<file path="src/rtl/led_pkg.sv">
// Shared mode encoding and helpers for the LED pattern generator.
package led_pkg;

  localparam int MODE_W = 2;

  localparam logic [MODE_W-1:0] MODE_OFF    = 2'd0;
  localparam logic [MODE_W-1:0] MODE_BLINK  = 2'd1;
  localparam logic [MODE_W-1:0] MODE_SHIFT  = 2'd2;
  localparam logic [MODE_W-1:0] MODE_BOUNCE = 2'd3;

  // Mode advance wraps BOUNCE back to OFF through natural 2-bit overflow.
  function automatic logic [MODE_W-1:0] next_mode(input logic [MODE_W-1:0] m);
    return m + 1'b1;
  endfunction

endpackage

</file>
<file path="src/rtl/btn_debounce.sv">
// Push-button debouncer: 2-FF synchroniser, stability counter and a
// registered single-cycle pulse on each accepted press.
module btn_debounce #(
  parameter int DEB_CYCLES = 120000
) (
  input  logic CLK,
  input  logic RST,
  input  logic BTN_RAW,
  output logic LEVEL,
  output logic PRESS
);

  localparam int CW = $clog2(DEB_CYCLES);

  logic          sync1_q, sync2_q;
  logic          level_q, level_d;
  logic          press_q, press_d;
  logic [CW-1:0] cnt_q, cnt_d;

  // NOTE: every variable written here gets a default first, so no latch is inferred.
  always_comb begin
    cnt_d   = '0;
    level_d = level_q;
    press_d = 1'b0;
    if (sync2_q != level_q) begin
      // The edge that would bring the count to DEB_CYCLES accepts the new level.
      if (cnt_q == CW'(DEB_CYCLES - 1)) begin
        level_d = sync2_q;
        press_d = sync2_q;
      end else begin
        cnt_d = cnt_q + 1'b1;
      end
    end
  end

  // NOTE: state registers use non-blocking assignments so all flops update together.
  always_ff @(posedge CLK) begin
    if (RST) begin
      sync1_q <= 1'b0;
      sync2_q <= 1'b0;
      level_q <= 1'b0;
      press_q <= 1'b0;
      cnt_q   <= '0;
    end else begin
      sync1_q <= BTN_RAW;
      sync2_q <= sync1_q;
      level_q <= level_d;
      press_q <= press_d;
      cnt_q   <= cnt_d;
    end
  end

  assign LEVEL = level_q;
  assign PRESS = press_q;

endmodule

</file>
<file path="src/rtl/led_pattern_gen.sv">
// LED pattern generator: off/blink/shift/bounce modes, stepped by a
// prescaler, with debounced mode-cycle and run/pause buttons.
module led_pattern_gen
  import led_pkg::*;
#(
  parameter int N_LEDS     = 8,
  parameter int DIV        = 6000000,
  parameter int DEB_CYCLES = 120000
) (
  input  logic              CLK,
  input  logic              RST,
  input  logic              SW_MODE,
  input  logic              SW_RUN,
  output logic [N_LEDS-1:0] LED,
  output logic [MODE_W-1:0] MODE,
  output logic              RUNNING
);

  localparam int PW = $clog2(DIV);

  logic              mode_press, run_press;
  logic [MODE_W-1:0] mode_q, mode_d;
  logic              run_q, run_d;
  logic [PW-1:0]     presc_q, presc_d;
  logic              dir_down_q, dir_down_d;
  logic [N_LEDS-1:0] led_q, led_d;
  logic              active, step;

  btn_debounce #(.DEB_CYCLES(DEB_CYCLES)) u_deb_mode (
    .CLK     (CLK),
    .RST     (RST),
    .BTN_RAW (SW_MODE),
    .LEVEL   (),
    .PRESS   (mode_press)
  );

  btn_debounce #(.DEB_CYCLES(DEB_CYCLES)) u_deb_run (
    .CLK     (CLK),
    .RST     (RST),
    .BTN_RAW (SW_RUN),
    .LEVEL   (),
    .PRESS   (run_press)
  );

  assign active = run_q && (mode_q != MODE_OFF);
  assign step   = active && (presc_q == PW'(DIV - 1));

  always_comb begin
    mode_d     = mode_q;
    run_d      = run_q;
    presc_d    = presc_q;
    dir_down_d = dir_down_q;
    led_d      = led_q;

    if (active) presc_d = step ? '0 : presc_q + 1'b1;

    if (step) begin
      case (mode_q)
        MODE_BLINK: led_d = ~led_q;
        MODE_SHIFT: led_d = {led_q[N_LEDS-2:0], led_q[N_LEDS-1]};
        MODE_BOUNCE: begin
          // End bits reverse direction and step inward in the same tick.
          if (!dir_down_q) begin
            if (led_q[N_LEDS-1]) begin
              dir_down_d = 1'b1;
              led_d      = {1'b0, led_q[N_LEDS-1:1]};
            end else begin
              led_d = {led_q[N_LEDS-2:0], 1'b0};
            end
          end else begin
            if (led_q[0]) begin
              dir_down_d = 1'b0;
              led_d      = {led_q[N_LEDS-2:0], 1'b0};
            end else begin
              led_d = {1'b0, led_q[N_LEDS-1:1]};
            end
          end
        end
        default: led_d = '0;
      endcase
    end

    // A mode press overrides any step in the same cycle and restarts the pattern.
    if (mode_press) begin
      mode_d     = next_mode(mode_q);
      presc_d    = '0;
      dir_down_d = 1'b0;
      if (mode_d == MODE_SHIFT || mode_d == MODE_BOUNCE) led_d = N_LEDS'(1);
      else                                               led_d = '0;
    end

    if (run_press) run_d = ~run_q;
  end

  always_ff @(posedge CLK) begin
    if (RST) begin
      mode_q     <= MODE_OFF;
      run_q      <= 1'b1;
      presc_q    <= '0;
      dir_down_q <= 1'b0;
      led_q      <= '0;
    end else begin
      mode_q     <= mode_d;
      run_q      <= run_d;
      presc_q    <= presc_d;
      dir_down_q <= dir_down_d;
      led_q      <= led_d;
    end
  end

  assign LED     = led_q;
  assign MODE    = mode_q;
  assign RUNNING = run_q;

endmodule

</file>
<file path="config.mk">
export PLATFORM = sky130hd
export DESIGN_NAME = led_pattern_gen
export DESIGN_NICKNAME = d
export VERILOG_FILES = /design/src/rtl/led_pkg.sv /design/src/rtl/btn_debounce.sv /design/src/rtl/led_pattern_gen.sv
export SDC_FILE = /design/constraint.sdc
export NUM_CORES = 1
export LEC_CHECK = 0
export CAP_MARGIN = 30
export CELL_PAD_IN_SITES_DETAIL_PLACEMENT = 0
export CELL_PAD_IN_SITES_GLOBAL_PLACEMENT = 1
export CORE_ASPECT_RATIO = 1.1
export CORE_MARGIN = 1
export CORE_UTILIZATION = 40
export CTS_CLUSTER_SIZE = 30
export DETAILED_ROUTE_END_ITERATION = 16
export GPL_TIMING_DRIVEN = 1
export PLACE_DENSITY_LB_ADDON = 0.1
export SLEW_MARGIN = 30
export SYNTH_ARGS = -nofsm -noshare
export SYNTH_HDL_FRONTEND = slang
export SYNTH_SLANG_ARGS = --single-unit
export TNS_END_PERCENT = 20
</file>
<file path="constraint.sdc">
create_clock -name CLK -period 3.06 [get_ports CLK]
set_input_delay 0.765 -clock CLK [delete_from_list [all_inputs] [get_ports CLK]]
set_output_delay 0.765 -clock CLK [all_outputs]
set_load 0.02 [all_outputs]
</file>
==> flow_summary.yaml, run 1 <==
floorplanning:
  die_w_um: 94.1
  row_count: 36
  io_pins: 15
  core_sq_mm: 0.00896
  die_h_um: 103
  start_util_pct: 41.7
  dieArea_sq_mm: 0.00972
yosys:
  synth_top_family_by_area: "simple AND/OR/NAND/NOR gates"
  syn_area_sq_mm: 0.00373
  async_flop_share_pct: 0
  yosys.area_share.adder_pct: 2.68
  synth_fp_nets: 444
  synth_cell_types: 51
  synthSimpleGateAreaFrac_pct: 29.1
  ys_seq_area_share_pct: 41.3
  muxShareOfSynthArea_pct: 0.268
  ys.flop_type: "dfxtp_1"
  syn_area_per_cell_sq_um: 8.64
  syn_inst: 432
  synth_edf_count: 0
  synth-xor-area-share_pct: 9.38
  synth_compound_area_share_pct: 13.5
  synth_seq_cells: 77
  synth-warning-count: 0
timing:
  maxSlewHeadroom_pct: 58.5
  timing.final.crit_share_pct: 80.6
  fin_skew_ps: 13.9
  fin_crit_ps: 2470
  fin_ws_ps: 594
  setup_violations: 0
  worstMarginPinSlew_ps: 618
  clock.fmax_mhz: 406
  hold_viol_final: 0
  report.final.slew_viol_count: 0
  holdWs_ps: 442
  rsz0062_at_grt: "no"
  setup_tns_ps: 0
global_routing:
  overflow: 0
  antenna_found_initial: 0
  grt_start_max_net_pins: 17
  grt.total_usage_pct: 17.1
  grt_pass1_vias: 2804
  grt_pass1_wl_um: 13200
critical_path:
  cp.arrival_ps: 2730
  required_ps: 3330
  critPathBufInv: 1
  setup.worst_path.class: "flop to flop"
  critPathMaxStageDelay_ps: 600
  endpoint_kind: "flop"
  startpoint_type: "flop"
  crit_chain: "inv_1, ha_1, nand3b_1, or4_4, or4_1, a21oi_1"
  cp_slowest_cell: "or4_4"
  ff2ff_path_depth: 6
  cp_max_fo: 14
  r2r_start: "MODE[0]$_SDFFE_PP0P_"
  critPathLaunch: "MODE[0]$_SDFFE_PP0P_"
  cp.depth: 6
  cp_top_family: "simple AND/OR/NAND/NOR gates"
clock_tree:
  clk_pin_slew_ps: 80
  cts_root_buf: "clkbuf_8"
  cts_setup_buffers: 0
  clkSinkCount: 77
  htreeDepth: 3
  numCtsBuffers: 9
  hold_buffers: 0
  clock_path_buffers: 2
  cts.repair.resized: 0
  clock_latency_ps: 340
  cts_tree: "done"
drt:
  ant_nets: 0
  drt-wirelength-per-cell_um: 13.3
  drtPass1Iterations: 4
  routed-via-count: 3061
  totalWireLength_um: 7480
  drt_iter0_markers: 53
  drc: 0
  vias_per_cell: 5.44
placement:
  place_ws_ps: 635
  port_buffers: 14
  dpl.hpwl_um: 5150
  gp_congestion: 0.795
run_status:
  outcome: "finished clean"
pwr:
  total_power_mw: 1.71
  p_leak_nw: 1.23
  p_per_area_mw_per_mm2: 414
  ir_drop_uv: 211
final_layout:
  syn2layout_area_growth_pct: 10.9
  most-common-layout-cells: "77 x dfxtp_1, 46 x nor2_1, 29 x a21oi_1, 28 x xnor2_1, 23 x nand2_1"
  nFillCells: 895
  antennaDiodeCount: 0
  nets: 456
  mostFrequentLayoutCell: "dfxtp_1"
  multiInputGateArea_sq_mm: 0.00205
  final-seq-area_sq_mm: 0.00154
  drive_gt1_share_pct: 6.90
run:
  cap_violations: 0
min_path:
  hold_start: "u_deb_mode.sync1_q$_SDFF_PP0_"
  whs_path_depth: 1
  hold_class: "flop to flop"
[synthesized netlist by cell type, types with 2 or more instances]
master    count  area, sq um
and3_1        8         50.1
and4b_1       2         20.0
nand2b_1      8         50.1
nor4_1       11         68.8
a211oi_1      9         67.6
a222oi_1      4         40.0
o41ai_1       3         26.3
inv_1        16         60.1
o21ai_0      10         50.1
dfxtp_1      77         1540
a21oi_1      29          145
nand4_1      20          125
a21o_1        4         30.0
or2_2         4         25.0
xor2_1       12          105
or4b_4        2         27.5
clkbuf_1     11         41.3
nor3_1       11         55.1
ha_1          8          100
and2_1        3         18.8
or3_1         9         56.3
nor2_1       46          173
nand3b_1      3         22.5
o31ai_1       6         45.0
nor4bb_1      2         20.0
nor2b_1       8         50.1
and4_1        4         35.0
nand2_1      23         86.3
xnor2_1      28          245
nand3_1      20          100
buf_2         6         30.0
or4_1         6         45.0
[metrics by stage]
step | cells | instance area [sq um] | util, %
floorplan | 432 | 3730 | -
global placement | 547 | 3970 | 44.3
detailed placement | 547 | 3970 | 44.3
CTS | 563 | 4140 | 46.2
global route | 563 | 4140 | 46.2
finish | 563 | 4140 | 46.2
[registers in the layout (all words and copies together), names as in the netlist]
register	count
presc_q	23
u_deb_mode.cnt_q	17
u_deb_run.cnt_q	17
LED	8
MODE	2
RUNNING	1
dir_down_q	1
u_deb_mode.LEVEL	1
u_deb_mode.PRESS	1
u_deb_mode.sync1_q	1
u_deb_mode.sync2_q	1
u_deb_run.LEVEL	1
u_deb_run.PRESS	1
u_deb_run.sync1_q	1
u_deb_run.sync2_q	1
[final timing paths]
check / endpoint / slack (ps)
worst max-delay path: presc_q[19]$_SDFFE_PP0P_ / 590
worst min-delay path: u_deb_mode.sync2_q$_SDFF_PP0_ / 440
worst max register to register: presc_q[19]$_SDFFE_PP0P_ / 590
worst min register to register: u_deb_mode.sync2_q$_SDFF_PP0_ / 440
[cell families (layout without fill, tap and decap cells)]
family,count (synthesis),in the layout
flip-flops,77,77
adder cells (fa/ha/maj),8,8
multiplexers,1,1
XOR/XNOR,40,40
AND/OR/NAND/NOR,196,196
buffers and inverters,34,51
AO/OA/AOI/OAI,76,76
[power by group]
part | switching (mW) | internal (mW)
Combinational | 0.0149 | 0.00999
Sequential | 0.00199 | 1.00
Clock | 0.366 | 0.315
Total | 0.383 | 1.33
[layer usage]
layer	up-vias	global-route usage [%]	wire, um
li1	1583	-	-
met1	1443	22.5	3770
met2	25	27.8	3460
met3	10	2.92	139
met4	0	7.22	114
met5	-	0	0
[cell type report]
class	count	share of cell area, %
multi-input cells	321	49.5
flip-flops and latches	77	37.2
repair buffers	19	4.29
clock buffers	12	3.51
well taps	114	3.45
inverters	16	1.45
clock inverters	4	0.574
No activity file was read; power rests on OpenSTA's default activity.
==> run 2, diff against run 1 <==
Clock period 3.06 ns to 2.5 ns, I/O delays scaled along.
==> run 2 against run 1 <==
Core utilization grew 1.0 points. Global-route usage grew 0.25 points. Via count rose by 1.2%. Sequential cell count did not move. Sequential share of layout area fell by 0.83 points. Sequential power is 22% higher. Clock power rose by 62%. Register-to-register slack worse by 380 ps. Cell area grew 2.3%. Combinational power rose by 33%. Critical path type unchanged. Critical endpoint unchanged. Largest cell class unchanged. Largest power group unchanged. Highest routed layer unchanged.
==> flow_summary.yaml, run 2 (synthesis gave the netlist of run 1 again) <==
drt:
  totalWireLength_um: 7740
  routed-via-count: 3099
  ant_nets: 0
  drt-wirelength-per-cell_um: 13.7
  drc: 0
  drtPass1Iterations: 4
  vias_per_cell: 5.48
  drt_iter0_markers: 125
floorplanning:
  io_pins: 15
  core_sq_mm: 0.00896
  dieArea_sq_mm: 0.00972
  start_util_pct: 41.7
  row_count: 36
  die_w_um: 94.1
  die_h_um: 103
final_layout:
  fin_cells: 566
  most-common-layout-cells: "77 x dfxtp_1, 46 x nor2_1, 29 x a21oi_1, 28 x xnor2_1, 23 x nand2_1"
  reg_top3: "presc_q x23, u_deb_mode.cnt_q x17, u_deb_run.cnt_q x17"
  mostFrequentLayoutCell: "dfxtp_1"
  drive_gt1_share_pct: 7.96
  top_register: "presc_q"
  antennaDiodeCount: 0
  largest_reg_flops: 23
  multiInputGateArea_sq_mm: 0.00205
  nFillCells: 888
  finish.instance_area_sq_mm: 0.00423
  syn2layout_area_growth_pct: 13.4
  nets: 460
  final-seq-area_sq_mm: 0.00154
global_routing:
  grt.total_usage_pct: 17.3
  overflow: 0
  grt_pass1_vias: 2852
  grt_start_max_net_pins: 19
  grt_pass1_wl_um: 13400
  antenna_found_initial: 0
clock_tree:
  hold_buffers: 0
  cts_setup_buffers: 0
  cts_root_buf: "clkbuf_8"
  htreeDepth: 3
  numCtsBuffers: 9
  cts.repair.resized: 0
  cts_tree: "done"
  clk_pin_slew_ps: 90
  clkSinkCount: 77
  clock_path_buffers: 2
  clock_latency_ps: 350
critical_path:
  ff2ff_path_depth: 6
  cp.arrival_ps: 2560
  crit_chain: "inv_1, ha_1, nand3b_1, or4_4, or4_1, a21oi_1"
  cp_slowest_cell: "or4_4"
  setup.worst_path.class: "flop to flop"
  rrSetupSlack_ps: 210
  critPathBufInv: 1
  critPathLaunch: "MODE[1]$_SDFFE_PP0P_"
  cp_top_family: "simple AND/OR/NAND/NOR gates"
  startpoint_type: "flop"
  critPathMaxStageDelay_ps: 600
  endpoint_kind: "flop"
  required_ps: 2780
  cp_max_fo: 14
  r2r_start: "MODE[1]$_SDFFE_PP0P_"
  r2r-end: "presc_q[19]$_SDFFE_PP0P_"
placement:
  port_buffers: 14
  dpl.cell_count: 551
  gp_congestion: 0.806
  dpl.hpwl_um: 5260
  placed_area_sq_mm: 0.00400
run_status:
  outcome: "finished clean"
min_path:
  hold_class: "flop to flop"
  worstHoldEndpoint: "u_deb_mode.sync2_q$_SDFF_PP0_"
  hold_start: "u_deb_mode.sync1_q$_SDFF_PP0_"
  whs_path_depth: 1
pwr:
  ir_drop_uv: 330
  p_per_area_mw_per_mm2: 558
  total_power_mw: 2.36
  p_leak_nw: 1.27
timing:
  fin_skew_ps: 13.0
  worstMarginPinSlew_ps: 493
  timing.final.crit_share_pct: 91.6
  hold_viol_final: 0
  fin_crit_ps: 2290
  setup_violations: 0
  setup_tns_ps: 0
  rsz0062_at_grt: "no"
  maxSlewHeadroom_pct: 66.9
  clock.fmax_mhz: 437
  report.final.slew_viol_count: 0
  holdWs_ps: 438
run:
  cap_violations: 0
[run 2: metrics by stage]
stage,util (%),worst slack [ps]
2_1_floorplan,-,177
3_3_place_gp,44.6,292
3_5_place_dp,44.6,246
4_1_cts,47.2,212
5_1_grt,47.2,108
6_report,47.2,210
[run 2: worst max-delay path by stage]
stage                               end  slack [ps]  cells after the start
2_1_floorplan  presc_q[10]$_SDFFE_PP0P_         180                     10
3_3_place_gp   presc_q[19]$_SDFFE_PP0P_         290                      6
3_5_place_dp   presc_q[19]$_SDFFE_PP0P_         250                      6
4_1_cts        presc_q[19]$_SDFFE_PP0P_         210                      6
5_1_grt        presc_q[19]$_SDFFE_PP0P_         110                      6
6_report       presc_q[19]$_SDFFE_PP0P_         210                      6
[run 2: power breakdown]
part	switching, mW	total (mW)	internal, mW
Sequential	0.00247	1.23	1.23
Combinational	0.0199	0.0332	0.0133
Clock	0.458	1.10	0.639
[run 2: final cells by class]
cell class / instances / area share (%)
Multi-Input combinational cell: 321 / 48.4
Tap cell: 114 / 3.37
Timing Repair Buffer: 23 / 4.91
Sequential cell: 77 / 36.4
Clock inverter: 3 / 1.60
Clock buffer: 12 / 3.90
Inverter: 16 / 1.42
[run 2: metal layers]
| layer | track usage (%) | share of wire [%] | routed length (um) | vias up |
|---|---|---|---|---|
| met1 | 23.0 | 51 | 3940 | 1461 |
| li1 | - | - | - | 1589 |
| met2 | 27.8 | 45 | 3480 | 38 |
| met4 | 6.04 | 1.4 | 110 | 0 |
| met3 | 3.87 | 2.8 | 214 | 11 |
| met5 | 0 | 0 | 0 | - |
==> run 3, diff against run 2 <==
Settings changed: ABC_CLOCK_PERIOD_IN_PS set to 2500, CORE_MARGIN 1 to 2.
==> run 3 against run 2 <==
Core utilization fell by 0.15 points. Critical path depth did not move. Die area is 4.1% higher. Largest cell class unchanged.
==> flow_summary.yaml, run 3 (synthesis gave the netlist of run 1 again) <==
critical_path:
  rrSetupSlack_ps: 240
  cp_max_fo: 14
  endpoint_kind: "flop"
  startpoint_type: "flop"
  r2r-end: "presc_q[19]$_SDFFE_PP0P_"
  r2r_start: "MODE[1]$_SDFFE_PP0P_"
  ff2ff_path_depth: 6
  cp.arrival_ps: 2540
  required_ps: 2780
  setup.worst_path.class: "flop to flop"
clock_tree:
  clock_path_buffers: 2
  clk_pin_slew_ps: 80
  cts.repair.resized: 0
  htreeDepth: 3
  cts_tree: "done"
  clock_latency_ps: 350
  hold_buffers: 0
  numCtsBuffers: 9
  cts_setup_buffers: 0
  clkSinkCount: 77
  cts_root_buf: "clkbuf_8"
pwr:
  seq_power_share_pct: 54.4
  power.switching_mw: 0.479
  total_power_mw: 2.26
  power.internal_mw: 1.78
  p_leak_nw: 1.27
  pwr-share-comb_pct: 1.4
  p_per_area_mw_per_mm2: 536
  p_sw_share_pct: 21.1
  pwr-share-clk_pct: 44.1
  ir_drop_uv: 261
global_routing:
  antenna_found_initial: 0
  grt.total_usage_pct: 16.4
  grt_pass1_wl_um: 13400
  overflow: 0
  grt_pass1_vias: 2923
  grt_start_max_net_pins: 19
final_layout:
  post-route-util_pct: 47.1
  syn2layout_area_growth_pct: 13.0
  nets: 461
  finish.instance_area_sq_mm: 0.00422
  drive_gt1_share_pct: 8.15
  top_register: "presc_q"
  multiInputGateArea_sq_mm: 0.00205
  mostFrequentLayoutCell: "dfxtp_1"
  antennaDiodeCount: 0
  final-seq-area_sq_mm: 0.00154
  fin_cells: 568
  largest_reg_flops: 23
  reg_top3: "presc_q x23, u_deb_mode.cnt_q x17, u_deb_run.cnt_q x17"
  nFillCells: 881
  most-common-layout-cells: "77 x dfxtp_1, 46 x nor2_1, 29 x a21oi_1, 28 x xnor2_1, 23 x nand2_1"
timing:
  setup_violations: 0
  report.final.slew_viol_count: 0
  hold_viol_final: 0
  setup_tns_ps: 0
  maxSlewHeadroom_pct: 66.8
  fin_crit_ps: 2260
  worstMarginPinSlew_ps: 493
  fin_skew_ps: 10.9
  rsz0062_at_grt: "no"
  fin_ws_ps: 241
  timing.final.crit_share_pct: 90.4
  clock.fmax_mhz: 443
  holdWs_ps: 440
drt:
  drt-wirelength-per-cell_um: 13.5
  wl_met1_um: 3800
  drtPass1Iterations: 7
  vias_per_cell: 5.42
  wl_met3_um: 232
  routed-via-count: 3079
  wl_met2_um: 3570
  ant_nets: 0
  drt_iter0_markers: 108
  totalWireLength_um: 7680
  drc: 0
  top_layer_used: "met4"
placement:
  dpl.hpwl_um: 5330
  placed_area_sq_mm: 0.00401
  dpl.cell_count: 552
  port_buffers: 14
  gp_congestion: 0.820
  place_ws_ps: 257
floorplanning:
  die_h_um: 105
  dieArea_sq_mm: 0.0101
  io_pins: 15
  row_count: 36
  start_util_pct: 41.7
  die_w_um: 96.1
  core_sq_mm: 0.00896
run:
  cap_violations: 0
run_status:
  outcome: "finished clean"
min_path:
  worstHoldEndpoint: "u_deb_run.sync2_q$_SDFF_PP0_"
  hold_start: "u_deb_run.sync1_q$_SDFF_PP0_"
  hold_class: "flop to flop"
  whs_path_depth: 1
-- run 3: worst max-delay path by stage --
stage                    startpoint                  endpoint  slack (ps)  depth (start not counted)
2_1_floorplan  MODE[0]$_SDFFE_PP0P_  presc_q[10]$_SDFFE_PP0P_         180                         10
3_3_place_gp   MODE[1]$_SDFFE_PP0P_  presc_q[19]$_SDFFE_PP0P_         290                          6
3_5_place_dp   MODE[1]$_SDFFE_PP0P_  presc_q[19]$_SDFFE_PP0P_         260                          6
4_1_cts        MODE[1]$_SDFFE_PP0P_  presc_q[19]$_SDFFE_PP0P_         230                          6
5_1_grt        MODE[1]$_SDFFE_PP0P_  presc_q[19]$_SDFFE_PP0P_         100                          6
6_report       MODE[1]$_SDFFE_PP0P_  presc_q[19]$_SDFFE_PP0P_         240                          6
-- run 3: layout make-up --
type	count	share of cell area, %
Timing Repair Buffer	24	5.10
Inverter	16	1.42
Clock inverter	3	1.01
Multi-Input combinational cell	321	48.6
Sequential cell	77	36.5
Tap cell	114	3.38
Clock buffer	13	4.00
-- run 3: power by group through the flow --
| stage | Combinational (mW) | Clock (mW) | Sequential (mW) |
|---|---|---|---|
| after floorplan | 0.0203 | 0 | 1.26 |
| after global placement | 0.0333 | 0 | 1.26 |
| after detailed placement | 0.0334 | 0 | 1.26 |
| after CTS | 0.0333 | 1.04 | 1.23 |
| after global routing | 0.0360 | 1.09 | 1.23 |
| final | 0.0325 | 0.999 | 1.23 |
-- run 3: critical path, stage by stage (launching register included) --
cell and delay (ps):
dfxtp_1 420, inv_1 90, ha_1 210, nand3b_1 220, or4_4 600, or4_1 520
a21oi_1 140
-- run 3: per-layer routing --
layer / GRT usage [%] / vias to the layer above
met3: 3.86 / 6
met4: 4.69 / 0
met2: 26.5 / 37
met5: 0 / -
met1: 21.5 / 1438
li1: - / 1598
